## src/rtl/mvu_bank_pkg.sv

```systemverilog
// Shared widths, muxcode encodings and sequencer state type for the bank read path.
package mvu_bank_pkg;
  localparam int W = 128;
  localparam int A = 9;

  localparam logic [1:0] MUX_I   = 2'b00;
  localparam logic [1:0] MUX_D   = 2'b01;
  localparam logic [1:0] MUX_C   = 2'b10;
  localparam logic [1:0] MUX_BAD = 2'b11;

  typedef enum logic [1:0] {
    IDLE  = 2'd0,
    ISSUE = 2'd1,
    DRAIN = 2'd2
  } rd_state_e;
endpackage

```

## src/rtl/bank_rd_fifo.sv

```systemverilog
// Two-entry output FIFO holding {last, word}; head is driven straight from storage
// so the output stays stable while the consumer stalls.
module bank_rd_fifo #(
  parameter int DW = 129
) (
  input  logic          clk_i,
  input  logic          rst_n_i,
  input  logic          push_i,
  input  logic [DW-1:0] din_i,
  input  logic          pop_i,
  output logic [DW-1:0] dout_o,
  output logic [1:0]    occ_o,
  output logic          full_o,
  output logic          empty_o
);
  logic [DW-1:0] mem_q [2];
  logic          wr_ptr_q;
  logic          rd_ptr_q;
  logic [1:0]    occ_q;

  always_ff @(posedge clk_i) begin
    if (!rst_n_i) begin
      for (int i = 0; i < 2; i++) mem_q[i] <= '0;
      wr_ptr_q <= 1'b0;
      rd_ptr_q <= 1'b0;
      occ_q    <= 2'd0;
    end else begin
      if (push_i) begin
        mem_q[wr_ptr_q] <= din_i;
        wr_ptr_q        <= ~wr_ptr_q;
      end
      if (pop_i) rd_ptr_q <= ~rd_ptr_q;
      occ_q <= occ_q + {1'b0, push_i} - {1'b0, pop_i};
    end
  end

  assign dout_o  = mem_q[rd_ptr_q];
  assign occ_o   = occ_q;
  assign full_o  = (occ_q == 2'd2);
  assign empty_o = (occ_q == 2'd0);
endmodule

```

## src/rtl/bank_stream_reader.sv

```systemverilog
// Strided read sequencer for one data bank: issues reads under a FIFO credit rule,
// absorbs the 1-cycle bank latency and presents the words as a valid/ready stream.
module bank_stream_reader
  import mvu_bank_pkg::*;
#(
  parameter int DATA_W = W,
  parameter int ADDR_W = A
) (
  input  logic              clk_i,
  input  logic              rst_n_i,
  input  logic              cmd_valid_i,
  output logic              cmd_ready_o,
  input  logic [ADDR_W-1:0] cmd_base_i,
  input  logic [ADDR_W:0]   cmd_count_i,
  input  logic [ADDR_W-1:0] cmd_stride_i,
  input  logic [1:0]        cmd_muxcode_i,
  output logic              rd_en_o,
  output logic [ADDR_W-1:0] rd_addr_o,
  output logic [1:0]        rd_muxcode_o,
  input  logic [DATA_W-1:0] rd_word_i,
  output logic              out_valid_o,
  input  logic              out_ready_i,
  output logic [DATA_W-1:0] out_word_o,
  output logic              out_last_o,
  output logic              busy_o,
  output logic              err_o
);
  rd_state_e         state_q, state_d;
  logic [ADDR_W-1:0] addr_q, addr_d;
  logic [ADDR_W:0]   remain_q, remain_d;
  logic [ADDR_W-1:0] stride_q, stride_d;
  logic [1:0]        mux_q, mux_d;
  logic              infl_q, infl_d;
  logic              infl_last_q, infl_last_d;
  logic              err_q, err_d;

  logic [DATA_W:0]   fifo_dout;
  logic [1:0]        fifo_occ;
  logic              fifo_full, fifo_empty;
  logic              pop, issue_ok;
  logic [2:0]        load;

  bank_rd_fifo #(.DW(DATA_W + 1)) u_fifo (
    .clk_i   (clk_i),
    .rst_n_i (rst_n_i),
    .push_i  (infl_q),
    .din_i   ({infl_last_q, rd_word_i}),
    .pop_i   (pop),
    .dout_o  (fifo_dout),
    .occ_o   (fifo_occ),
    .full_o  (fifo_full),
    .empty_o (fifo_empty)
  );

  assign out_valid_o = !fifo_empty;
  assign out_word_o  = fifo_dout[DATA_W-1:0];
  assign out_last_o  = !fifo_empty && fifo_dout[DATA_W];
  assign pop         = out_valid_o && out_ready_i;

  // A read issued now lands in the FIFO next cycle; count it against the slots left after this pop.
  assign load     = {1'b0, fifo_occ} + {2'b00, infl_q};
  assign issue_ok = (load < (3'd2 + {2'b00, pop})) && !(fifo_full && !pop);

  assign cmd_ready_o  = (state_q == IDLE);
  assign busy_o       = (state_q != IDLE);
  assign rd_en_o      = (state_q == ISSUE) && issue_ok;
  assign rd_addr_o    = addr_q;
  assign rd_muxcode_o = busy_o ? mux_q : MUX_I;
  assign err_o        = err_q;

  always_comb begin
    state_d     = state_q;
    addr_d      = addr_q;
    remain_d    = remain_q;
    stride_d    = stride_q;
    mux_d       = mux_q;
    err_d       = 1'b0;
    infl_d      = rd_en_o;
    infl_last_d = rd_en_o && (remain_q == (ADDR_W+1)'(1));
    case (state_q)
      IDLE: begin
        if (cmd_valid_i) begin
          err_d = (cmd_muxcode_i == MUX_BAD);
          if ((cmd_count_i != '0) && (cmd_muxcode_i != MUX_BAD)) begin
            state_d  = ISSUE;
            addr_d   = cmd_base_i;
            remain_d = cmd_count_i;
            stride_d = cmd_stride_i;
            mux_d    = cmd_muxcode_i;
          end
        end
      end
      ISSUE: begin
        if (rd_en_o) begin
          addr_d   = addr_q + stride_q;
          remain_d = remain_q - (ADDR_W+1)'(1);
          if (remain_q == (ADDR_W+1)'(1)) state_d = DRAIN;
        end
      end
      DRAIN: begin
        if (pop && out_last_o) state_d = IDLE;
      end
      default: state_d = IDLE;
    endcase
  end

  always_ff @(posedge clk_i) begin
    if (!rst_n_i) begin
      state_q     <= IDLE;
      addr_q      <= '0;
      remain_q    <= '0;
      stride_q    <= '0;
      mux_q       <= MUX_I;
      infl_q      <= 1'b0;
      infl_last_q <= 1'b0;
      err_q       <= 1'b0;
    end else begin
      state_q     <= state_d;
      addr_q      <= addr_d;
      remain_q    <= remain_d;
      stride_q    <= stride_d;
      mux_q       <= mux_d;
      infl_q      <= infl_d;
      infl_last_q <= infl_last_d;
      err_q       <= err_d;
    end
  end
endmodule

```

## config.mk

```make
export PLATFORM = sky130hd
export DESIGN_NAME = bank_stream_reader
export DESIGN_NICKNAME = d
export VERILOG_FILES = /design/src/rtl/mvu_bank_pkg.sv /design/src/rtl/bank_rd_fifo.sv /design/src/rtl/bank_stream_reader.sv
export SDC_FILE = /design/constraint.sdc
export NUM_CORES = 1
export LEC_CHECK = 0
export ABC_AREA = 1
export CAP_MARGIN = 20
export CORE_ASPECT_RATIO = 0.75
export CORE_UTILIZATION = 40
export CTS_BUF_LIST = sky130_fd_sc_hd__clkbuf_4 sky130_fd_sc_hd__clkbuf_8
export CTS_CLUSTER_DIAMETER = 200
export DETAILED_ROUTE_END_ITERATION = 7
export PLACE_DENSITY = 0.64
export RECOVER_POWER = 100
export REMOVE_ABC_BUFFERS = 1
export SKIP_LAST_GASP = 1
export SYNTH_ARGS = -nofsm -noshare
export SYNTH_HDL_FRONTEND = slang
export SYNTH_HIERARCHICAL = 1
export SYNTH_SLANG_ARGS = --single-unit
export TNS_END_PERCENT = 1
```

## constraint.sdc

```tcl
create_clock -name clk_i -period 9 [get_ports clk_i]
set_input_delay 1.8 -clock clk_i [delete_from_list [all_inputs] [get_ports clk_i]]
set_output_delay 1.8 -clock clk_i [all_outputs]
set_load 0.01 [all_outputs]
```

==> results of run 1 <==
[registers in the layout, indices dropped and copies added, names as in the netlist, named ones only]
register / flops
u_fifo/mem_q: 258
stride_q: 9
state_q: 2
err_o: 1
rd_addr_o: 9
remain_q: 10
u_fifo/occ_o: 2
infl_q: 1
infl_last_q: 1
u_fifo/rd_ptr_q: 1
u_fifo/wr_ptr_q: 1
mux_q: 2
[Yosys cell counts]
master    count  area, µm²
a21oi_1      28        140
a31oi_1       1       6.26
and2_1        2       12.5
buf_2        11       55.1
buf_4         6       45.0
buf_6        33        372
buf_8         1       15.0
clkbuf_1      3       11.3
clkinv_1      1       3.75
dfxtp_1      40        801
edfxtp_1    258       7750
fa_1          1       20.0
ha_1         14        175
inv_1       179        672
inv_2         4       15.0
inv_4         1       6.26
mux2_2      129       1450
mux2i_1       3       30.0
nand2_1      81        304
nand2_2       3       18.8
nand2_8       1       20.0
nand3_1      17       85.1
nand3_2       3       30.0
nand3_4       2       35.0
nand3b_4      1       20.0
nand4_1       3       18.8
nor2_1      308       1160
nor2_2        3       18.8
nor2_4        1       11.3
nor3_1        2       10.0
nor3b_1       1       7.51
o21ai_0      29        145
o21ai_1       6       30.0
o21ai_4       1       16.3
o22ai_1       1       6.26
or2_2         4       25.0
xnor2_1       2       17.5
xor2_1        4       35.0
[cell families (layout without fill, tap and decap cells)]
family / after synthesis / after routing
AND/OR/NAND/NOR: 432 / 432
flip-flops: 298 / 298
buffers and inverters: 239 / 582
multiplexers: 132 / 132
AO/OA/AOI/OAI: 66 / 66
adder cells (fa/ha/maj): 15 / 15
XOR/XNOR: 6 / 6
other: 0 / 1
[metrics by stage]
step / area (µm²) / utilization / total power [W] / hold slack, ps / worst slack (ps)
5_1_grt: 17700 / 0.530 / 0.00389 / 476 / 1830
4_1_cts: 17800 / 0.531 / 0.00382 / 452 / 3670
3_3_place_gp: 16800 / 0.503 / 0.00263 / 440 / 3760
2_1_floorplan: 13100 / - / 0.00219 / 427 / 2070
6_report: 17700 / 0.530 / 0.00371 / 457 / 2310
3_5_place_dp: 16800 / 0.503 / 0.00263 / 443 / 3770
[power by group through the flow]
stage                     combinational (W)  clock, W  sequential [W]
after floorplan                    0.000473         0         0.00172
after global placement             0.000919         0         0.00171
after detailed placement           0.000923         0         0.00171
after CTS                          0.000931   0.00121         0.00168
after global routing               0.000933   0.00127         0.00169
final                              0.000860   0.00117         0.00168
[metal layers]
metal / vias up / global-route usage / share of wire
met1: 4368 / 0.249 / 0.46
li1: 4510 / - / -
met2: 274 / 0.280 / 0.45
met4: 2 / 0.0633 / 0.023
met3: 60 / 0.0488 / 0.064
met5: - / 0 / 0.00053
[worst min-delay path by stage]
stage	end	slack, ps	cells past startpoint
2_1_floorplan	stride_q[0]$_SDFFE_PN0P_	430	2
3_3_place_gp	stride_q[0]$_SDFFE_PN0P_	440	2
3_5_place_dp	stride_q[2]$_SDFFE_PN0P_	440	2
4_1_cts	stride_q[2]$_SDFFE_PN0P_	450	2
5_1_grt	stride_q[2]$_SDFFE_PN0P_	480	2
6_report	stride_q[7]$_SDFFE_PN0P_	460	2
[placed cells by master (no fill, tap or decap), types with 2 or more instances in the layout]
cell	netlist	final
nor2_1	308	308
edfxtp_1	258	258
inv_1	179	179
clkdlybuf4s50_1	0	173
dlygate4sd3_1	0	133
mux2_2	129	119
nand2_1	81	80
clkbuf_8	0	51
dfxtp_1	40	39
o21ai_0	29	35
a21oi_1	28	28
nand3_1	17	18
clkbuf_4	0	18
ha_1	14	14
mux2_1	0	10
clkinv_1	1	7
clkinv_2	0	6
buf_4	6	6
inv_2	4	4
xor2_1	4	4
or2_2	4	4
nand2_2	3	3
nor2_2	3	3
nand4_1	3	3
mux2i_1	3	3
and2_1	2	2
nand3_4	2	2
nor3_1	2	2
nand3_2	3	2
xnor2_1	2	2
bufinv_16	0	2
[area by class of cell]
type / instances / area, µm² / share of cell area
sequential: 298 / 8550 / 0.482
multi-input combinational: 651 / 3850 / 0.217
timing repair buffer: 314 / 3120 / 0.176
clock buffer: 69 / 837 / 0.0472
inverter: 185 / 697 / 0.0393
tap: 450 / 563 / 0.0318
clock inverter: 14 / 113 / 0.00635
antenna: 1 / 2.50 / 0.000141
[worst reg2reg max path, cell delays in order (launching register included)]
cell and delay, ps:
dfxtp_1 540, nand3_4 580, nand2_4 970, clkbuf_2 1460
==> flow_summary_export.csv, run 1 <==
group,metric,value,unit
critical_path,r2r_end,"u_fifo/mem_q[1][92]$_SDFFCE_PN0P_",
sta,grt_setup_unrepaired,"no",
critical_path,startpoint,"rst_n_i",
global_routing,grt_usage,0.182,
clock_network,clock_sinks,298,
critical_path,arrival,6830,ps
logic_synthesis,synth_seq_cells,298,
clock_network,cts-root-buf,"clkbuf_8",
logic_synthesis,synth_mux_area_frac,0.109,
sta,fin_skew,27.8,ps
power,power_density,209,mW/mm²
power,ir_worst_vdd,0.0944,mV
sta,slew_headroom,-0.171,
critical_path,critPathKind,"in2reg",
sta,final_hold_viol_count,0,
critical_path,path_delay_family,"buffers and inverters",
power,clockPowerShare,0.316,
critical_path,critPathMaxFanout,67,
global_routing,grt_pass1_wl,49300,µm
sta,post-route-period-util,0.743,
clock_network,cts_resized,0,
finish,fin_nets,1675,
power,p_leak,7.61,nW
global_routing,grt_start_max_net_pins,84,
critical_path,cp-end-kind,"flip-flop",
sta,max_freq,0.149,GHz
clock_network,cts_max_level,2,
logic_synthesis,yosysUniqueCellTypes,38,
critical_path,cp_num_cells,5,
critical_path,required,9140,ps
drt,vias_per_cell,4.65,
floorplanning,core_area,0.0335,mm²
drt,wl,32000,µm
finish,final_cells,1982,
clock_network,clockBufferDepth,3,
power,intPower,0.00270,W
critical_path,critPathMaxStageDelay,1370,ps
critical_path,cp-start-kind,"primary input",
logic_synthesis,synth_top_family_by_area,"simple AND/OR/NAND/NOR gates",
drt,wl_per_cell,16.1,µm
power,seqPwrFrac,0.453,
min_path,min_from,"stride_q[7]$_SDFFE_PN0P_",
critical_path,endpoint,"u_fifo/mem_q[1][92]$_SDFFCE_PN0P_",
sta,finalSetupTns,0,ps
floorplanning,fp.dieArea,0.0347,mm²
min_path,hold_class,"reg2reg",
logic_synthesis,synth_cells,1188,
critical_path,r2r_start,"infl_q$_SDFF_PN0_",
floorplanning,die_height,162,µm
placement,gp_congestion,0.815,
sta,setup_viol,0,
placement,dp.cells,1898,
drt,dr.pass1.iters,5,
floorplanning,start_util,0.406,
finish,fillCellCount,2967,
placement,portBuffers,306,
clock_network,clk_latency,570,ps
logic_synthesis,synth_area,0.0136,mm²
flow_run,cap_violations,3,
drt,drtAntennaViolNets,0,
clock_network,cts_tree,"built",
global_routing,antenna_found_initial,2,
sta,finalMaxSlewViolations,133,
logic_synthesis,yosysWarnings,6,
status,status,"finished, violations left",
drt,num_vias,9214,
logic_synthesis,synthXorXnorAreaFrac,0.00387,
drt,detail_route.iter0.violations,599,
floorplanning,rows,58,
finish,area_growth,30.5,%
logic_synthesis,synthSimpleGateAreaFrac,0.130,
logic_synthesis,syn_avg_cell_area,11.4,µm²
critical_path,crit_chain,"dlygate4sd3_1, clkbuf_1, nand3_4, nand2_4, clkbuf_2",
power,p_sw,0.00101,W
critical_path,r2r_slack,4910,ps
sta,worstMarginPinSlew,1760,ps
global_routing,grt_pass1_vias,9065,
clock_network,cts_hold_buf,0,
clock_network,cts_buffers,48,
critical_path,cpMaxStageDelayCell,"clkbuf_2",
logic_synthesis,synth_compound_area_frac,0.0253,
critical_path,worst-path-buf-inv,3,
logic_synthesis,yosys.area_share.adder,0.0144,
placement,place_hpwl,20300,µm
power,pwr-share-comb,0.232,
status,violations,"max-capacitance violations, max-slew violations",
sta,period_needed,6690,ps
critical_path,rr_worst_depth,3,
floorplanning,ios,307,
global_routing,grt-ovfl-total,0,
finish,drive_gt1_frac,0.149,
drt,drc,0,
floorplanning,die_width,215,µm
clock_network,post_cts_buffers,0,
logic_synthesis,ys_seq_area_frac,0.629,
clock_network,clkTransAtPathRegs,60,ps
power,swShare,0.271,
(Power assumes the default switching activity.)
==> run 2: changes to the inputs <==
clock period = 6.8 ns   (was 9 ns; I/O delays follow)
==> flow_summary_export.csv, run 2 (synthesis gave the netlist of run 1 again) <==
group,metric,value,unit
clock_network,clockBufferDepth,3,
sta,max_freq,0.183,GHz
floorplanning,start_util,0.406,
critical_path,cpMaxStageDelayCell,"clkbuf_1",
critical_path,critPathKind,"reg2out",
power,clockPowerShare,0.316,
sta,hold_ws,455,ps
floorplanning,core_area,0.0335,mm²
global_routing,grt-ovfl-total,0,
sta,grt_setup_unrepaired,"no",
finish,final_cell_mix,"308 x nor2_1, 258 x edfxtp_1, 182 x clkdlybuf4s50_1",
clock_network,cts_resized,0,
finish,largest_reg_flops,258,
critical_path,cp-end-kind,"output pin",
global_routing,top_usage_layer,"met2",
placement,portBuffers,306,
finish,largest_register,"u_fifo/mem_q",
critical_path,worst-path-buf-inv,2,
global_routing,antenna_found_initial,2,
drt,dr.pass1.iters,5,
global_routing,grt_use_met3,0.0463,
sta,finalMaxSlewViolations,210,
power,p_sw,0.00135,W
sta,period_needed,5470,ps
power,p_leak,7.59,nW
flow_run,cap_violations,4,
status,violations,"max-capacitance violations, max-slew violations",
power,seqPwrFrac,0.450,
clock_network,post_cts_buffers,0,
finish,area_growth,30.4,%
power,power_density,278,mW/mm²
clock_network,cts_tree,"built",
status,status,"finished, violations left",
critical_path,path_delay_family,"buffers and inverters",
finish,layout_commonest_cell,"nor2_1",
global_routing,grt_pass1_wl,49800,µm
floorplanning,fp.dieArea,0.0347,mm²
clock_network,clk_latency,570,ps
clock_network,cts_hold_buf,0,
sta,slew_headroom,-0.526,
clock_network,cts_max_level,2,
clock_network,cts_buffers,48,
sta,fin_skew,20.5,ps
global_routing,grt_pass1_vias,9110,
drt,wl,32400,µm
finish,biggestRegsByFlops,"u_fifo/mem_q (258), remain_q (10)",
drt,drtAntennaViolNets,0,
floorplanning,die_width,215,µm
finish,fin_nets,1678,
power,pwr-share-comb,0.233,
floorplanning,die_height,162,µm
critical_path,required,5440,ps
sta,finalSetupTns,0,ps
drt,drc,0,
power,ir_worst_vdd,0.148,mV
finish,fillCellCount,2952,
clock_network,cts-root-buf,"clkbuf_8",
sta,setup_viol,0,
global_routing,grt_use_met1,0.254,
critical_path,critPathMaxFanout,62,
power,swShare,0.273,
clock_network,clock_sinks,298,
floorplanning,rows,58,
critical_path,arrival,4110,ps
finish,drive_gt1_frac,0.141,
global_routing,grt_util_met2,0.284,
min_path,hold_class,"reg2reg",
placement,gp_congestion,0.828,
drt,num_vias,9248,
sta,worstMarginPinSlew,2280,ps
critical_path,critPathMaxStageDelay,1470,ps
placement,place_hpwl,20900,µm
power,intPower,0.00359,W
drt,detail_route.iter0.violations,637,
sta,post-route-period-util,0.805,
finish,antenna_cells,0,
sta,final_hold_viol_count,0,
clock_network,clkTransAtPathRegs,60,ps
drt,vias_per_cell,4.66,
global_routing,grt_usage,0.184,
drt,wl_per_cell,16.3,µm
critical_path,cp-start-kind,"flip-flop",
floorplanning,ios,307,
global_routing,grt_start_max_net_pins,82,
critical_path,crit_chain,"clkbuf_1, mux2_2, dlygate4sd3_1",
==> run 2: through the flow <==
stage          worst slack [ps]  cells  total power (W)  area, µm²   util
2_1_floorplan               310   1134          0.00290      13100      -
4_1_cts                    2250   1983          0.00507      17800  0.532
3_5_place_dp               2090   1901          0.00349      16900  0.504
5_1_grt                    1090   1983          0.00518      17700  0.530
3_3_place_gp               2080   1900          0.00348      16800  0.503
6_report                   1330   1983          0.00493      17700  0.530
==> run 2: routing by layer <==
layer / part of all wire / up-vias
li1: - / 4502
met1: 0.46 / 4404
met2: 0.45 / 285
met3: 0.064 / 53
met4: 0.021 / 4
met5: 0.00083 / -
==> run 2: cell type report <==
type / instances / area [µm²] / area share
Clock buffer: 65 / 788 / 0.0445
Clock inverter: 17 / 158 / 0.00889
Inverter: 185 / 696 / 0.0392
Multi-Input combinational cell: 651 / 3820 / 0.215
Sequential cell: 298 / 8550 / 0.482
Tap cell: 450 / 563 / 0.0318
Timing Repair Buffer: 317 / 3150 / 0.178
==> run 2: final timing paths <==
kind                                               start                                 end  slack [ps]  cells after the start
worst max register to register         infl_q$_SDFF_PN0_  u_fifo/mem_q[0][120]$_SDFFCE_PN0P_        2910                      3
worst min-delay path            stride_q[7]$_SDFFE_PN0P_            stride_q[7]$_SDFFE_PN0P_         460                      2
worst max-delay path                           flip-flop                      out_word_o[48]        1330                      3
worst min register to register  stride_q[7]$_SDFFE_PN0P_            stride_q[7]$_SDFFE_PN0P_         460                      2
==> run 2: power groups by stage <==
| stage | logic [W] | clock network [W] | registers (W) |
|---|---|---|---|
| after detailed placement | 0.00123 | 0 | 0.00226 |
| after floorplan | 0.000627 | 0 | 0.00227 |
| after global placement | 0.00123 | 0 | 0.00226 |
| after global routing | 0.00124 | 0.00169 | 0.00224 |
| final | 0.00115 | 0.00156 | 0.00222 |
| after CTS | 0.00124 | 0.00161 | 0.00222 |
==> run 2: worst register-to-register path, cell delays in order (launching register included) <==
cell	delay (ps)
dfxtp_1	500
nand3b_1	1480
nand2_4	430
clkbuf_2	1080
==> run 3: changes to the inputs <==
clock period = 5.5 ns   (was 6.8 ns; I/O delays follow)
==> flow_summary_export.csv, run 3 (synthesis gave the netlist of run 1 again) <==
group,metric,value,unit
critical_path,endpoint,"out_word_o[77]",
clock_network,clkTransAtPathRegs,60,ps
critical_path,cp-start-kind,"flip-flop",
finish,drive_gt1_frac,0.154,
critical_path,rr_worst_depth,4,
placement,place_hpwl,20600,µm
clock_network,post_cts_buffers,0,
global_routing,grt_pass1_wl,49900,µm
clock_network,cts_max_level,2,
sta,max_freq,0.222,GHz
critical_path,critPathMaxFanout,65,
floorplanning,fp.dieArea,0.0347,mm²
drt,drc,0,
min_path,hold_class,"reg2reg",
sta,period_needed,4510,ps
placement,gp_congestion,0.785,
critical_path,r2r_start,"infl_q$_SDFF_PN0_",
global_routing,grt_pass1_vias,9054,
finish,utilization,0.533,
sta,grt_setup_unrepaired,"no",
flow_run,cap_violations,4,
finish,largest_reg_flops,258,
power,p_leak,7.66,nW
floorplanning,core_area,0.0335,mm²
clock_network,cts_resized,0,
status,violations,"max-capacitance violations, max-slew violations",
finish,largest_register,"u_fifo/mem_q",
placement,portBuffers,306,
drt,dr.pass1.iters,5,
floorplanning,die_height,162,µm
clock_network,cts_hold_buf,0,
clock_network,clk_latency,580,ps
finish,biggestRegsByFlops,"u_fifo/mem_q (258), remain_q (10)",
sta,fin_skew,27.5,ps
drt,wl,32500,µm
clock_network,cts_buffers,49,
global_routing,grt-ovfl-total,0,
sta,slew_headroom,-0.522,
critical_path,arrival,3410,ps
sta,setup_ws,990,ps
sta,setup_viol,0,
clock_network,clockBufferDepth,3,
sta,worstMarginPinSlew,2280,ps
status,status,"finished, violations left",
floorplanning,start_util,0.406,
clock_network,cts_tree,"built",
critical_path,r2r_slack,1810,ps
clock_network,clock_sinks,298,
sta,finalMaxSlewViolations,194,
power,power_density,347,mW/mm²
floorplanning,ios,307,
finish,final_cell_mix,"308 x nor2_1, 258 x edfxtp_1, 179 x inv_1",
drt,vias_per_cell,4.66,
critical_path,critPathKind,"reg2out",
drt,num_vias,9294,
floorplanning,die_width,215,µm
drt,detail_route.iter0.violations,497,
global_routing,antenna_found_initial,1,
drt,drtAntennaViolNets,0,
finish,antenna_cells,0,
finish,fin_nets,1681,
floorplanning,rows,58,
global_routing,grt_usage,0.185,
critical_path,cp-end-kind,"output pin",
sta,final_hold_viol_count,0,
power,ir_worst_vdd,0.183,mV
finish,fillCellCount,2958,
finish,layout_commonest_cell,"nor2_1",
placement,dpl_worst_slack,1560,ps
global_routing,grt_start_max_net_pins,97,
critical_path,required,4400,ps
critical_path,r2r_end,"u_fifo/mem_q[1][14]$_SDFFCE_PN0P_",
drt,wl_per_cell,16.3,µm
finish,area_growth,31.3,%
sta,post-route-period-util,0.820,
clock_network,cts-root-buf,"clkbuf_8",
[run 3: metal layers]
metal	share of wire	track usage	wire length, µm
met1	0.47	0.263	15200
met4	0.020	0.0578	645
met5	0.00046	0	15
met2	0.45	0.276	14600
met3	0.064	0.0461	2070
[run 3: worst min path at each step]
stage                                         from                       end  depth (start not counted)
after global routing      stride_q[5]$_SDFFE_PN0P_  stride_q[5]$_SDFFE_PN0P_                          2
final                     stride_q[7]$_SDFFE_PN0P_  stride_q[7]$_SDFFE_PN0P_                          2
after floorplan           stride_q[0]$_SDFFE_PN0P_  stride_q[0]$_SDFFE_PN0P_                          2
after global placement    stride_q[0]$_SDFFE_PN0P_  stride_q[0]$_SDFFE_PN0P_                          2
after CTS                 stride_q[3]$_SDFFE_PN0P_  stride_q[3]$_SDFFE_PN0P_                          2
after detailed placement  stride_q[7]$_SDFFE_PN0P_  stride_q[7]$_SDFFE_PN0P_                          2
[run 3: final cells by class]
class | count | area (µm²) | share of cell area
clock buffers | 75 | 901 | 0.0505
clock inverters | 15 | 120 | 0.00673
inverters | 185 | 697 | 0.0390
multi-input cells | 651 | 3820 | 0.214
flip-flops and latches | 298 | 8550 | 0.479
well taps | 450 | 563 | 0.0315
repair buffers | 319 | 3190 | 0.179
[run 3: metrics by stage]
step	area, µm²	TNS [ps]	hold WS, ps	power, W	instances
2_1_floorplan	13100	-94110	427	0.00358	1134
3_3_place_gp	16900	0	441	0.00431	1902
3_5_place_dp	16900	0	446	0.00432	1902
4_1_cts	17900	0	452	0.00636	1992
5_1_grt	17800	0	463	0.00648	1993
6_report	17800	0	456	0.00618	1993
[run 3: power by group]
part / total (W) / internal, W / switching, W
Sequential: 0.00275 / 0.00263 / 0.000119
Combinational: 0.00142 / 0.000739 / 0.000686
Clock: 0.00201 / 0.00114 / 0.000878
Total: 0.00618 / 0.00450 / 0.00168
[run 3: worst max-delay path, cell delays in order, from the launching register on]
cell	delay (ps)
dfxtp_4	980
clkbuf_2	750
mux2_2	410
dlygate4sd3_1	620
